===== src/rtl/entry_pkg.sv =====
// Shared types and constants for the digit entry front end.
//   digit_idx_t : index of one display digit (0..7)
//   nibble_t    : value stored in one digit
//   deb_state_t : button debouncer states
//   ctl_state_t : top-level entry controller states
//   NUM_DIGITS  : digits in the display
`timescale 1ns/1ps
package entry_pkg;

    localparam int NUM_DIGITS = 8;

    typedef logic [2:0] digit_idx_t;
    typedef logic [3:0] nibble_t;

    typedef enum logic [1:0] {
        DEB_IDLE         = 2'd0,
        DEB_PRESS_WAIT   = 2'd1,
        DEB_PRESSED      = 2'd2,
        DEB_RELEASE_WAIT = 2'd3
    } deb_state_t;

    typedef enum logic {
        CTL_IDLE     = 1'b0,
        CTL_CLEARING = 1'b1
    } ctl_state_t;

endpackage


===== src/rtl/button_debouncer.sv =====
// Synchronizes and debounces one raw push-button.
//   clk, reset : system clock, asynchronous active-high reset
//   raw        : raw asynchronous button level
//   press      : one-cycle registered pulse per accepted press
// A press is accepted after the synchronized level has been 1 for
// DEBOUNCE_CYCLES+1 consecutive samples (entry sample plus DEBOUNCE_CYCLES
// counted ones). Release is debounced the same way, so holding the button
// yields exactly one pulse. DEBOUNCE_CYCLES must be at least 2.
`timescale 1ns/1ps
module button_debouncer #(
    parameter int DEBOUNCE_CYCLES = 1_000_000
) (
    input  logic clk,
    input  logic reset,
    input  logic raw,
    output logic press
);
    import entry_pkg::*;

    localparam int CNT_W = $clog2(DEBOUNCE_CYCLES + 1);
    // The counter reaches DEBOUNCE_CYCLES on the same edge the transition
    // is taken, so the last stored value is DEBOUNCE_CYCLES-1 and it never wraps.
    localparam logic [CNT_W-1:0] CNT_LAST = CNT_W'(DEBOUNCE_CYCLES - 1);

    logic [1:0]       sync_q;
    logic             level;
    logic [CNT_W-1:0] cnt;
    deb_state_t       state;

    assign level = sync_q[1];

    always_ff @(posedge clk or posedge reset) begin
        if (reset) begin
            sync_q <= 2'b00;
        end else begin
            sync_q <= {sync_q[0], raw};
        end
    end

    always_ff @(posedge clk or posedge reset) begin
        if (reset) begin
            state <= DEB_IDLE;
            cnt   <= '0;
            press <= 1'b0;
        end else begin
            press <= 1'b0;
            case (state)
                DEB_IDLE: begin
                    cnt <= '0;
                    if (level) state <= DEB_PRESS_WAIT;
                end
                DEB_PRESS_WAIT: begin
                    if (!level) begin
                        state <= DEB_IDLE;
                        cnt   <= '0;
                    end else if (cnt == CNT_LAST) begin
                        state <= DEB_PRESSED;
                        cnt   <= '0;
                        press <= 1'b1;
                    end else begin
                        cnt <= cnt + 1'b1;
                    end
                end
                DEB_PRESSED: begin
                    cnt <= '0;
                    if (!level) state <= DEB_RELEASE_WAIT;
                end
                DEB_RELEASE_WAIT: begin
                    if (level) begin
                        state <= DEB_PRESSED;
                        cnt   <= '0;
                    end else if (cnt == CNT_LAST) begin
                        state <= DEB_IDLE;
                        cnt   <= '0;
                    end else begin
                        cnt <= cnt + 1'b1;
                    end
                end
                default: begin
                    state <= DEB_IDLE;
                    cnt   <= '0;
                end
            endcase
        end
    end

endmodule


===== src/rtl/digit_entry_ctrl.sv =====
// Front-end input controller for the 8-digit seven-segment display.
//   clk, reset         : system clock, asynchronous active-high reset
//   btn_enter          : raw enter button (bouncy)
//   btn_clear          : raw clear button (bouncy)
//   sw_num  [3:0]      : raw value switches
//   sw_sel  [2:0]      : raw digit-select switches (manual mode)
//   sw_auto            : raw mode switch, 1 = auto-advance cursor
//   write              : one-cycle write strobe to the display stage
//   sel     [2:0]      : target digit
//   num     [3:0]      : value to store
//   cursor  [2:0]      : next digit auto mode will write
//   busy               : full-display clear in progress
// Output stream: write is a single-cycle strobe; sel/num are meaningful only
// while write=1 and otherwise hold their last values. There is no ready
// signal -- the display register stage accepts every strobe.
`timescale 1ns/1ps
module digit_entry_ctrl #(
    parameter int DEBOUNCE_CYCLES = 1_000_000,
    parameter int NUM_DIGITS      = 8
) (
    input  logic       clk,
    input  logic       reset,
    input  logic       btn_enter,
    input  logic       btn_clear,
    input  logic [3:0] sw_num,
    input  logic [2:0] sw_sel,
    input  logic       sw_auto,
    output logic       write,
    output logic [2:0] sel,
    output logic [3:0] num,
    output logic [2:0] cursor,
    output logic       busy
);
    import entry_pkg::*;

    localparam digit_idx_t LAST_DIGIT = digit_idx_t'(NUM_DIGITS - 1);

    nibble_t    num_meta, num_s;
    digit_idx_t sel_meta, sel_s;
    logic       auto_meta, auto_s;

    logic       enter_press;
    logic       clear_press;

    ctl_state_t state;
    digit_idx_t clr_idx;
    digit_idx_t target;

    // Switches are level inputs; two flops are enough, no debouncing.
    always_ff @(posedge clk or posedge reset) begin
        if (reset) begin
            num_meta  <= '0;
            num_s     <= '0;
            sel_meta  <= '0;
            sel_s     <= '0;
            auto_meta <= 1'b0;
            auto_s    <= 1'b0;
        end else begin
            num_meta  <= sw_num;
            num_s     <= num_meta;
            sel_meta  <= sw_sel;
            sel_s     <= sel_meta;
            auto_meta <= sw_auto;
            auto_s    <= auto_meta;
        end
    end

    button_debouncer #(.DEBOUNCE_CYCLES(DEBOUNCE_CYCLES)) u_enter_deb (
        .clk   (clk),
        .reset (reset),
        .raw   (btn_enter),
        .press (enter_press)
    );

    button_debouncer #(.DEBOUNCE_CYCLES(DEBOUNCE_CYCLES)) u_clear_deb (
        .clk   (clk),
        .reset (reset),
        .raw   (btn_clear),
        .press (clear_press)
    );

    assign target = auto_s ? cursor : sel_s;

    // clr_idx holds the digit being written in the current clear cycle.
    // Clear wins over a simultaneous enter; presses during CLEARING are dropped.
    always_ff @(posedge clk or posedge reset) begin
        if (reset) begin
            state   <= CTL_IDLE;
            clr_idx <= '0;
            write   <= 1'b0;
            sel     <= '0;
            num     <= '0;
            cursor  <= '0;
            busy    <= 1'b0;
        end else begin
            write <= 1'b0;
            case (state)
                CTL_IDLE: begin
                    if (clear_press) begin
                        state   <= CTL_CLEARING;
                        busy    <= 1'b1;
                        clr_idx <= '0;
                        write   <= 1'b1;
                        sel     <= '0;
                        num     <= '0;
                    end else if (enter_press) begin
                        write  <= 1'b1;
                        sel    <= target;
                        num    <= num_s;
                        cursor <= target + 3'd1;
                    end
                end
                CTL_CLEARING: begin
                    if (clr_idx == LAST_DIGIT) begin
                        state   <= CTL_IDLE;
                        busy    <= 1'b0;
                        cursor  <= '0;
                        clr_idx <= '0;
                    end else begin
                        clr_idx <= clr_idx + 3'd1;
                        write   <= 1'b1;
                        sel     <= clr_idx + 3'd1;
                        num     <= '0;
                    end
                end
                default: begin
                    state <= CTL_IDLE;
                    busy  <= 1'b0;
                end
            endcase
        end
    end

endmodule

===== config.mk =====
export PLATFORM = sky130hd
export DESIGN_NAME = digit_entry_ctrl
export DESIGN_NICKNAME = d
export VERILOG_FILES = /design/src/rtl/entry_pkg.sv /design/src/rtl/button_debouncer.sv /design/src/rtl/digit_entry_ctrl.sv
export SDC_FILE = /design/constraint.sdc
export NUM_CORES = 1
export LEC_CHECK = 0
export ABC_AREA = 0
export CAP_MARGIN = 20
export CELL_PAD_IN_SITES_DETAIL_PLACEMENT = 0
export CELL_PAD_IN_SITES_GLOBAL_PLACEMENT = 1
export CORE_MARGIN = 8
export CORE_UTILIZATION = 40
export CTS_BUF_LIST = sky130_fd_sc_hd__clkbuf_4 sky130_fd_sc_hd__clkbuf_8
export CTS_CLUSTER_DIAMETER = 60
export CTS_CLUSTER_SIZE = 24
export DETAILED_ROUTE_END_ITERATION = 8
export HOLD_SLACK_MARGIN = 0.03
export PLACE_DENSITY = 0.79
export REMOVE_ABC_BUFFERS = 1
export SLEW_MARGIN = 20
export SYNTH_ARGS = -nofsm -noshare
export SYNTH_HDL_FRONTEND = slang
export SYNTH_HIERARCHICAL = 1
export SYNTH_SLANG_ARGS = --single-unit

===== constraint.sdc =====
create_clock -name clk -period 1.7 [get_ports clk]
set_input_delay 0.34 -clock clk [delete_from_list [all_inputs] [get_ports clk]]
set_output_delay 0.34 -clock clk [all_outputs]
set_load 0.02 [all_outputs]

==> results of run 1 <==
-- cells in the final DEF, fill, tap and decap left out, drive strengths merged --
cell type      instances
buf                   38
a2bb2oi                2
and2                   4
dlygate4sd2            3
nor2                  36
a21o                   2
clkbuf                11
nor3b                  2
or3                   10
nor4                   2
dfrtp                 82
o21ai                 17
clkdlybuf4s50         14
o31ai                  3
nand4                 22
mux2i                  1
nand3                 18
mux2                   5
a21oi                 13
xor2                  21
ha                     6
or2                    2
a22o                   1
or4                    6
and4                   4
or3b                   1
o22ai                  3
xnor2                  6
o31a                   1
nand2b                 1
and3                   6
dlymetal6s2s           6
nand2                 17
bufinv                 3
inv                   21
-- cells in the mapped netlist (3+ instances only) --
| master | instances | area, µm² |
|---|---|---|
| sky130_fd_sc_hd__dfrtp_1 | 82 | 2050 |
| sky130_fd_sc_hd__nor2_1 | 36 | 135 |
| sky130_fd_sc_hd__xor2_1 | 21 | 184 |
| sky130_fd_sc_hd__nand4_1 | 20 | 125 |
| sky130_fd_sc_hd__nand3_1 | 18 | 90.1 |
| sky130_fd_sc_hd__inv_1 | 17 | 63.8 |
| sky130_fd_sc_hd__nand2_1 | 17 | 63.8 |
| sky130_fd_sc_hd__a21oi_1 | 11 | 55.1 |
| sky130_fd_sc_hd__o21ai_0 | 11 | 55.1 |
| sky130_fd_sc_hd__or3_1 | 10 | 62.6 |
| sky130_fd_sc_hd__and3_1 | 6 | 37.5 |
| sky130_fd_sc_hd__buf_2 | 6 | 30.0 |
| sky130_fd_sc_hd__ha_1 | 6 | 75.1 |
| sky130_fd_sc_hd__o21ai_1 | 6 | 30.0 |
| sky130_fd_sc_hd__xnor2_1 | 6 | 52.6 |
| sky130_fd_sc_hd__and2_1 | 4 | 25.0 |
| sky130_fd_sc_hd__and4_1 | 4 | 35.0 |
| sky130_fd_sc_hd__clkbuf_1 | 4 | 15.0 |
| sky130_fd_sc_hd__or4_4 | 4 | 45.0 |
| sky130_fd_sc_hd__o22ai_1 | 3 | 18.8 |
| sky130_fd_sc_hd__o31ai_1 | 3 | 22.5 |
-- state kept, by name, summed over array words and instances (netlist names), 2 cells and up, named ones only --
name,cells
u_clear_deb/sync_q,2
num_meta,4
num,4
u_enter_deb/sync_q,2
u_enter_deb/cnt,20
u_clear_deb/cnt,20
sel,3
num_s,4
sel_s,3
clr_idx,3
sel_meta,3
cursor,3
-- power by group --
group	switching [mW]	internal (mW)	total, mW
clock	0.766	1.01	1.77
sequential	0.0145	1.98	1.99
combinational	0.0796	0.0630	0.143
total	0.860	3.05	3.91
-- logic make-up after synthesis --
group                    after synthesis  share of synthesized area [%]
AO/OA/AOI/OAI                         42                           6.93
XOR/XNOR                              27                           6.59
adder cells (fa/ha/maj)                6                           2.09
buffers and inverters                 31                           4.08
flip-flops                            82                           57.1
multiplexers                           6                           1.95
AND/OR/NAND/NOR                      131                           21.2
-- metal layers --
metal	up-vias	global-route usage (%)	routed length, µm	share of wire, %
met5	-	0	0	0
met4	0	5.95	145	2.0
met3	10	2.38	235	3.2
met2	57	19.2	3530	49
met1	1277	14.8	3340	46
li1	1254	-	-	-
-- final timing paths --
path	end	cells past startpoint
max	flop	4
min reg2reg	sel_s[2]$_DFF_PP0_	0
min	sel_s[2]$_DFF_PP0_	0
max in group asynchronous	sel_meta[2]$_DFF_PP0_	3
max reg2reg	flop	4
min in group asynchronous	u_clear_deb/cnt[17]$_DFF_PP0_	3
-- cell type report --
type / count / area, µm² / share of cell area (%)
Multi-Input combinational cell: 212 / 1450 / 31.8
Tap cell: 108 / 135 / 2.96
Clock inverter: 7 / 130 / 2.85
Clock buffer: 9 / 124 / 2.72
Inverter: 17 / 63.8 / 1.40
Timing Repair Buffer: 63 / 602 / 13.2
Sequential cell: 82 / 2050 / 45.0
-- per-stage QoR --
stage               instance area, µm²  util [%]
floorplan                         3510         -
global placement                  4170      47.8
detailed placement                4170      47.8
CTS                               4430      50.8
global route                      4560      52.3
finish                            4560      52.3
-- repair_timing --
| item | in CTS | in global routing |
|---|---|---|
| gates resized for setup | 3 | 26 |
| setup buffers | 2 | 0 |
| pin swaps | 2 | 9 |
| gates cloned | 0 | 2 |
| endpoints found under the setup margin | 25 | 37 |
==> reports/qor.csv, run 1 <==
stage,metric,value,unit
min_path,Hold WC Path Type,reg -> reg,
layout,final non-filler cell total,498,
synthesis,sequential-to-total area share from yosys stat,57.1,%
die,placeable core area,8720,µm²
synthesis,Synth warnings,6,
layout,synth-to-layout area growth,26.9,%
routing,mean number of vias per cell,5.22,
placement,total half-perimeter wirelength after legalization and detailed placement,4910,µm
global_route,first-pass GRT wire length,12200,µm
clock_network,number of buffers inserted during clock tree synthesis,9,
sta,Slew HR,74.2,%
critical_path,startpoint of the most critical register-to-register path,u_clear_deb/cnt[7]$_DFF_PP0_,
job,Max-Cap Viols,0,
routing,Routed WL per cell,14.6,µm
sta,Layout Skew,0.0118,ns
synthesis,post-synth design cell area,3590,µm²
sta,min cycle time layout,1.74,ns
routing,DRC violation total after the first TritonRoute iteration,97,
global_route,pin count of the biggest net entering global routing,33,
sta,f_max,0.574,GHz
sta,unrepaired setup endpoints after global routing,yes,
placement,count of port buffers added during placement,23,
die,initial core utilization,41.2,%
critical_path,buffer and inverter count on the worst path,0,
status,violated checks,setup timing,
layout,number of filler instances in the final layout,751,
sta,TNS Setup,-0.331,ns
sta,count of final setup violators,17,
synthesis,"Async S/R FF share, synth",100,%
critical_path,cell with the largest stage delay on the worst path,sky130_fd_sc_hd__or4_4,
critical_path,"CP delay by family, top",simple AND/OR/NAND/NOR gates,
synthesis,average instance area after synthesis,11.0,µm²
layout,number of antenna diodes,0,
sta,Final period util,102,%
clock_network,CTS tree,built,
synthesis,Unique masters post-synth,39,
die,Die Span X,111,µm
routing,total number of vias,2598,
placement,placed cells,478,
critical_path,Critical Setup Path Class,reg -> reg,
critical_path,worst-case register-to-register setup slack,-0.04,ns
sta,final setup slack of the worst path,-0.0423,ns
clock_network,clock latency on the worst-skew pair,0.35,ns
sta,"Hold Vio Cnt, Final",0,
critical_path,CP startpoint,u_clear_deb/cnt[7]$_DFF_PP0_,
layout,final-stage net count,403,
die,height of the die,111,µm
critical_path,CP required,1.94,ns
pwr,worst vdd ir,0.430,mV
pwr,power per unit of standard cell area,858,nW/µm²
pwr,leakage power figure,2.15,nW
synthesis,predominant post-synthesis flop cell,sky130_fd_sc_hd__dfrtp_1,
status,outcome,"finished, violations left",
critical_path,CP arrival,1.98,ns
global_route,gr usage total,11.9,%
clock_network,Post-CTS Hold Buffers,0,
layout,share of post-route cells with drive strength above 1,22.1,%
global_route,final global-route overflow total,0,
global_route,number of global-route vias before repair,2566,
routing,Residual DRC,0,
routing,routed wire length,7250,µm
synthesis,number of synthesized register bits,82,
sta,count of final max-slew check failures,0,
clock_network,CTS HTree Levels,3,
clock_network,number of buffers on the longest clock path,2,
placement,Final Wtd Congestion,0.836,
critical_path,Worst Path Max Fanout,3,
die,top-level I/O count,24,
synthesis,number of synthesized flops with an enable pin,0,
min_path,hold wc startpoint,sel_meta[2]$_DFF_PP0_,
critical_path,crit path capture type,flop,
sta,transition at the pin with the smallest max-transition slack,0.387,ns
placement,placement-stage worst setup slack,-0.0749,ns
critical_path,critical path's largest stage delay,0.55,ns
synthesis,number of instances in the synthesized netlist,325,
routing,antenna-violating nets left,0,
global_route,initial antenna violation count,0,
die,die area,12300,µm²
die,number of standard-cell rows in the floorplan,34,
routing,first-pass iteration count of the detailed router,4,
clock_network,Clock Tree Root,sky130_fd_sc_hd__clkbuf_8,
pwr,total power,3.91,mW
critical_path,Critical Path Start Type,flop,
sta,worst hold slack across all endpoints,0.354,ns
clock_network,clock slew seen by the registers of the worst setup and hold paths,0.09,ns
critical_path,chain of cells forming the critical path,"or4_4, nor4_4, nand3_1, mux2_4",
clock_network,clk sink count,82,
Note: power is estimated with default switching activity, not from simulation.
==> run 2: changes to the inputs <==
--- a/config.mk
+++ b/config.mk
@@ -9,10 +9,9 @@
 export CAP_MARGIN = 20
 export CELL_PAD_IN_SITES_DETAIL_PLACEMENT = 0
 export CELL_PAD_IN_SITES_GLOBAL_PLACEMENT = 1
-export CORE_MARGIN = 8
 export CORE_UTILIZATION = 40
 export CTS_BUF_LIST = sky130_fd_sc_hd__clkbuf_4 sky130_fd_sc_hd__clkbuf_8
-export CTS_CLUSTER_DIAMETER = 60
+export CTS_CLUSTER_DIAMETER = 30
 export CTS_CLUSTER_SIZE = 24
 export DETAILED_ROUTE_END_ITERATION = 8
 export HOLD_SLACK_MARGIN = 0.03
==> run 2 against run 1 <==
The flow still finishes with violations (setup timing); sequential share of layout area rose by 1.9 points; clock skew is 0.0011 ns lower; setup slack better by 0.026 ns; register-to-register slack improved by 0.03 ns; non-clock buffer count decreased by 6; final cell count is 1.2% lower; first-iteration DRC count down 20%; flip-flop and latch count unchanged; via count decreased by 3.2%; sequential power hardly changed; largest power group unchanged.
==> reports/qor.csv, run 2 (synthesized netlist as in run 1, its figures left out) <==
stage,metric,value,unit
pwr,Int Pwr,2.60,mW
pwr,part of the total power dissipated in sequential elements,57.3,%
sta,f_max,0.583,GHz
routing,first-pass iteration count of the detailed router,4,
pwr,power per unit of standard cell area,796,nW/µm²
clock_network,clk sink count,82,
layout,"most common cell after layout, fill and taps aside",sky130_fd_sc_hd__dfrtp_1,
die,Die Span X,96.8,µm
global_route,gr usage total,16.1,%
layout,Final Util,50.1,%
sta,"Hold Vio Cnt, Final",0,
layout,synth-to-layout area growth,21.7,%
routing,Routed WL per cell,13.9,µm
die,initial core utilization,41.2,%
sta,count of final max-slew check failures,0,
pwr,leakage power figure,2.07,nW
global_route,number of global-route vias before repair,2537,
pwr,total net switching power,0.875,mW
clock_network,number of buffers on the longest clock path,2,
critical_path,Worst Path Max Fanout,3,
critical_path,Critical Setup Path Class,reg -> reg,
sta,TNS Setup,-0.0273,ns
sta,transition at the pin with the smallest max-transition slack,0.417,ns
routing,DRC violation total after the first TritonRoute iteration,78,
critical_path,CP arrival,1.97,ns
placement,count of port buffers added during placement,23,
clock_network,number of buffers inserted during clock tree synthesis,9,
pwr,Switching Share,25.2,%
layout,share of post-route cells with drive strength above 1,19.5,%
job,Max-Cap Viols,0,
min_path,Hold WC Path Type,reg -> reg,
sta,Final period util,101,%
global_route,initial antenna violation count,0,
clock_network,clock latency on the worst-skew pair,0.37,ns
sta,unrepaired setup endpoints after global routing,yes,
sta,final setup slack of the worst path,-0.0167,ns
status,outcome,"finished, violations left",
routing,routed wire length,6820,µm
pwr,portion of total power attributed to the clock network,39.0,%
pwr,worst vdd ir,0.350,mV
critical_path,CP required,1.95,ns
routing,antenna-violating nets left,0,
die,number of standard-cell rows in the floorplan,34,
die,top-level I/O count,24,
sta,min cycle time layout,1.72,ns
clock_network,clock slew seen by the registers of the worst setup and hold paths,0.10,ns
placement,Final Wtd Congestion,0.882,
placement,total half-perimeter wirelength after legalization and detailed placement,4830,µm
routing,detailed route wirelength on metal3,186,µm
min_path,cell depth of the worst hold path,0,
critical_path,depth of the worst register-to-register path,4,
layout,number of antenna diodes,0,
global_route,pin count of the biggest net entering global routing,26,
die,die area,9360,µm²
routing,sum of met2 wire segment lengths after detailed routing,3310,µm
sta,count of final setup violators,2,
critical_path,Critical Path Start Type,flop,
clock_network,CTS tree,built,
clock_network,CTS HTree Levels,3,
status,violated checks,setup timing,
routing,top routing layer in use,met4,
placement,placement-stage worst setup slack,-0.00580,ns
critical_path,crit path capture type,flop,
routing,wire length the detailed router placed on met1,3200,µm
routing,mean number of vias per cell,5.11,
layout,final-stage net count,397,
die,height of the die,96.8,µm
clock_network,Clock Tree Root,sky130_fd_sc_hd__clkbuf_8,
layout,"commonest cells after routing, fill and taps aside","82 x sky130_fd_sc_hd__dfrtp_1, 34 x sky130_fd_sc_hd__nor2_1, 30 x sky130_fd_sc_hd__buf_4, 21 x sky130_fd_sc_hd__xor2_1, 20 x sky130_fd_sc_hd__nand4_1",
routing,Residual DRC,0,
global_route,final global-route overflow total,0,
global_route,first-pass GRT wire length,12100,µm
routing,total number of vias,2516,
sta,Layout Skew,0.0106,ns
pwr,Comb power frac,3.7,%
sta,Slew HR,72.1,%
die,placeable core area,8720,µm²
layout,Top Registers,"u_clear_deb/cnt (20), u_enter_deb/cnt (20)",
sta,worst hold slack across all endpoints,0.350,ns
-- run 2: cell count changes in the layout (fill, tap and decap cells not counted), sizes merged, moves of 2 or more --
| cell | before | now |
|---|---|---|
| dlygate4sd2 | 3 | 6 |
| clkdlybuf4s50 | 14 | 12 |
| clkbuf | 11 | 9 |
| bufinv | 3 | 0 |
| clkinvlp | 0 | 2 |
| buf | 38 | 34 |
-- run 2: final timing paths --
kind | startpoint | slack (ns) | endpoint
setup / recovery | u_clear_deb/cnt[7]$_DFF_PP0_ | -0.02 | flop
hold / removal | num_meta[3]$_DFF_PP0_ | 0.35 | num_s[3]$_DFF_PP0_
setup reg to reg | u_clear_deb/cnt[7]$_DFF_PP0_ | -0.02 | flop
hold reg to reg | num_meta[3]$_DFF_PP0_ | 0.35 | num_s[3]$_DFF_PP0_
max in group asynchronous | reset | 1.01 | u_enter_deb/cnt[2]$_DFF_PP0_
min in group asynchronous | reset | 0.37 | sel_meta[2]$_DFF_PP0_
-- run 2: worst max-delay path, cell delays in order (launching register included) --
cell and delay, ns:
sky130_fd_sc_hd__dfrtp_1 0.40, sky130_fd_sc_hd__or4_4 0.55, sky130_fd_sc_hd__nor4_4 0.21, sky130_fd_sc_hd__nand3_2 0.14
sky130_fd_sc_hd__mux2_4 0.31
-- run 2: final cells by class --
type / instances / area [µm²]
Clock buffer: 9 / 124
Multi-Input combinational cell: 212 / 1420
Inverter: 17 / 63.8
Fill cell: 792 / 4350
Tap cell: 108 / 135
Sequential cell: 82 / 2050
Timing Repair Buffer: 57 / 505
Clock inverter: 7 / 66.3
-- run 2: repair_timing --
| item | in CTS | in global routing |
|---|---|---|
| hold buffers | 0 | 0 |
| gates resized for setup | 7 | 19 |
| setup buffers | 0 | 2 |
| endpoints found under the setup margin | 8 | 47 |
| endpoints found under the hold margin | 0 | 0 |
| pin swaps | 1 | 7 |
-- run 2: per-layer routing --
metal	GRT usage [%]	vias to the layer above
li1	-	1241
met4	6.89	0
met3	3.61	14
met5	0	-
met2	25.5	33
met1	21.3	1228
-- run 2: power by group through the flow --
stage / logic [mW] / registers (mW) / clock network, mW
after floorplan: 0.0626 / 2.03 / 0
after global placement: 0.125 / 2.03 / 0
after detailed placement: 0.128 / 2.03 / 0
after CTS: 0.128 / 1.99 / 1.41
after global routing: 0.147 / 2.00 / 1.48
final: 0.128 / 1.99 / 1.36
-- run 2: per-stage QoR --
step                total power, mW  instances  area (µm²)
floorplan                      2.09        311        3510
global placement               2.16        474        4110
detailed placement             2.16        474        4110
CTS                            3.54        490        4300
global route                   3.63        492        4370
finish                         3.48        492        4370
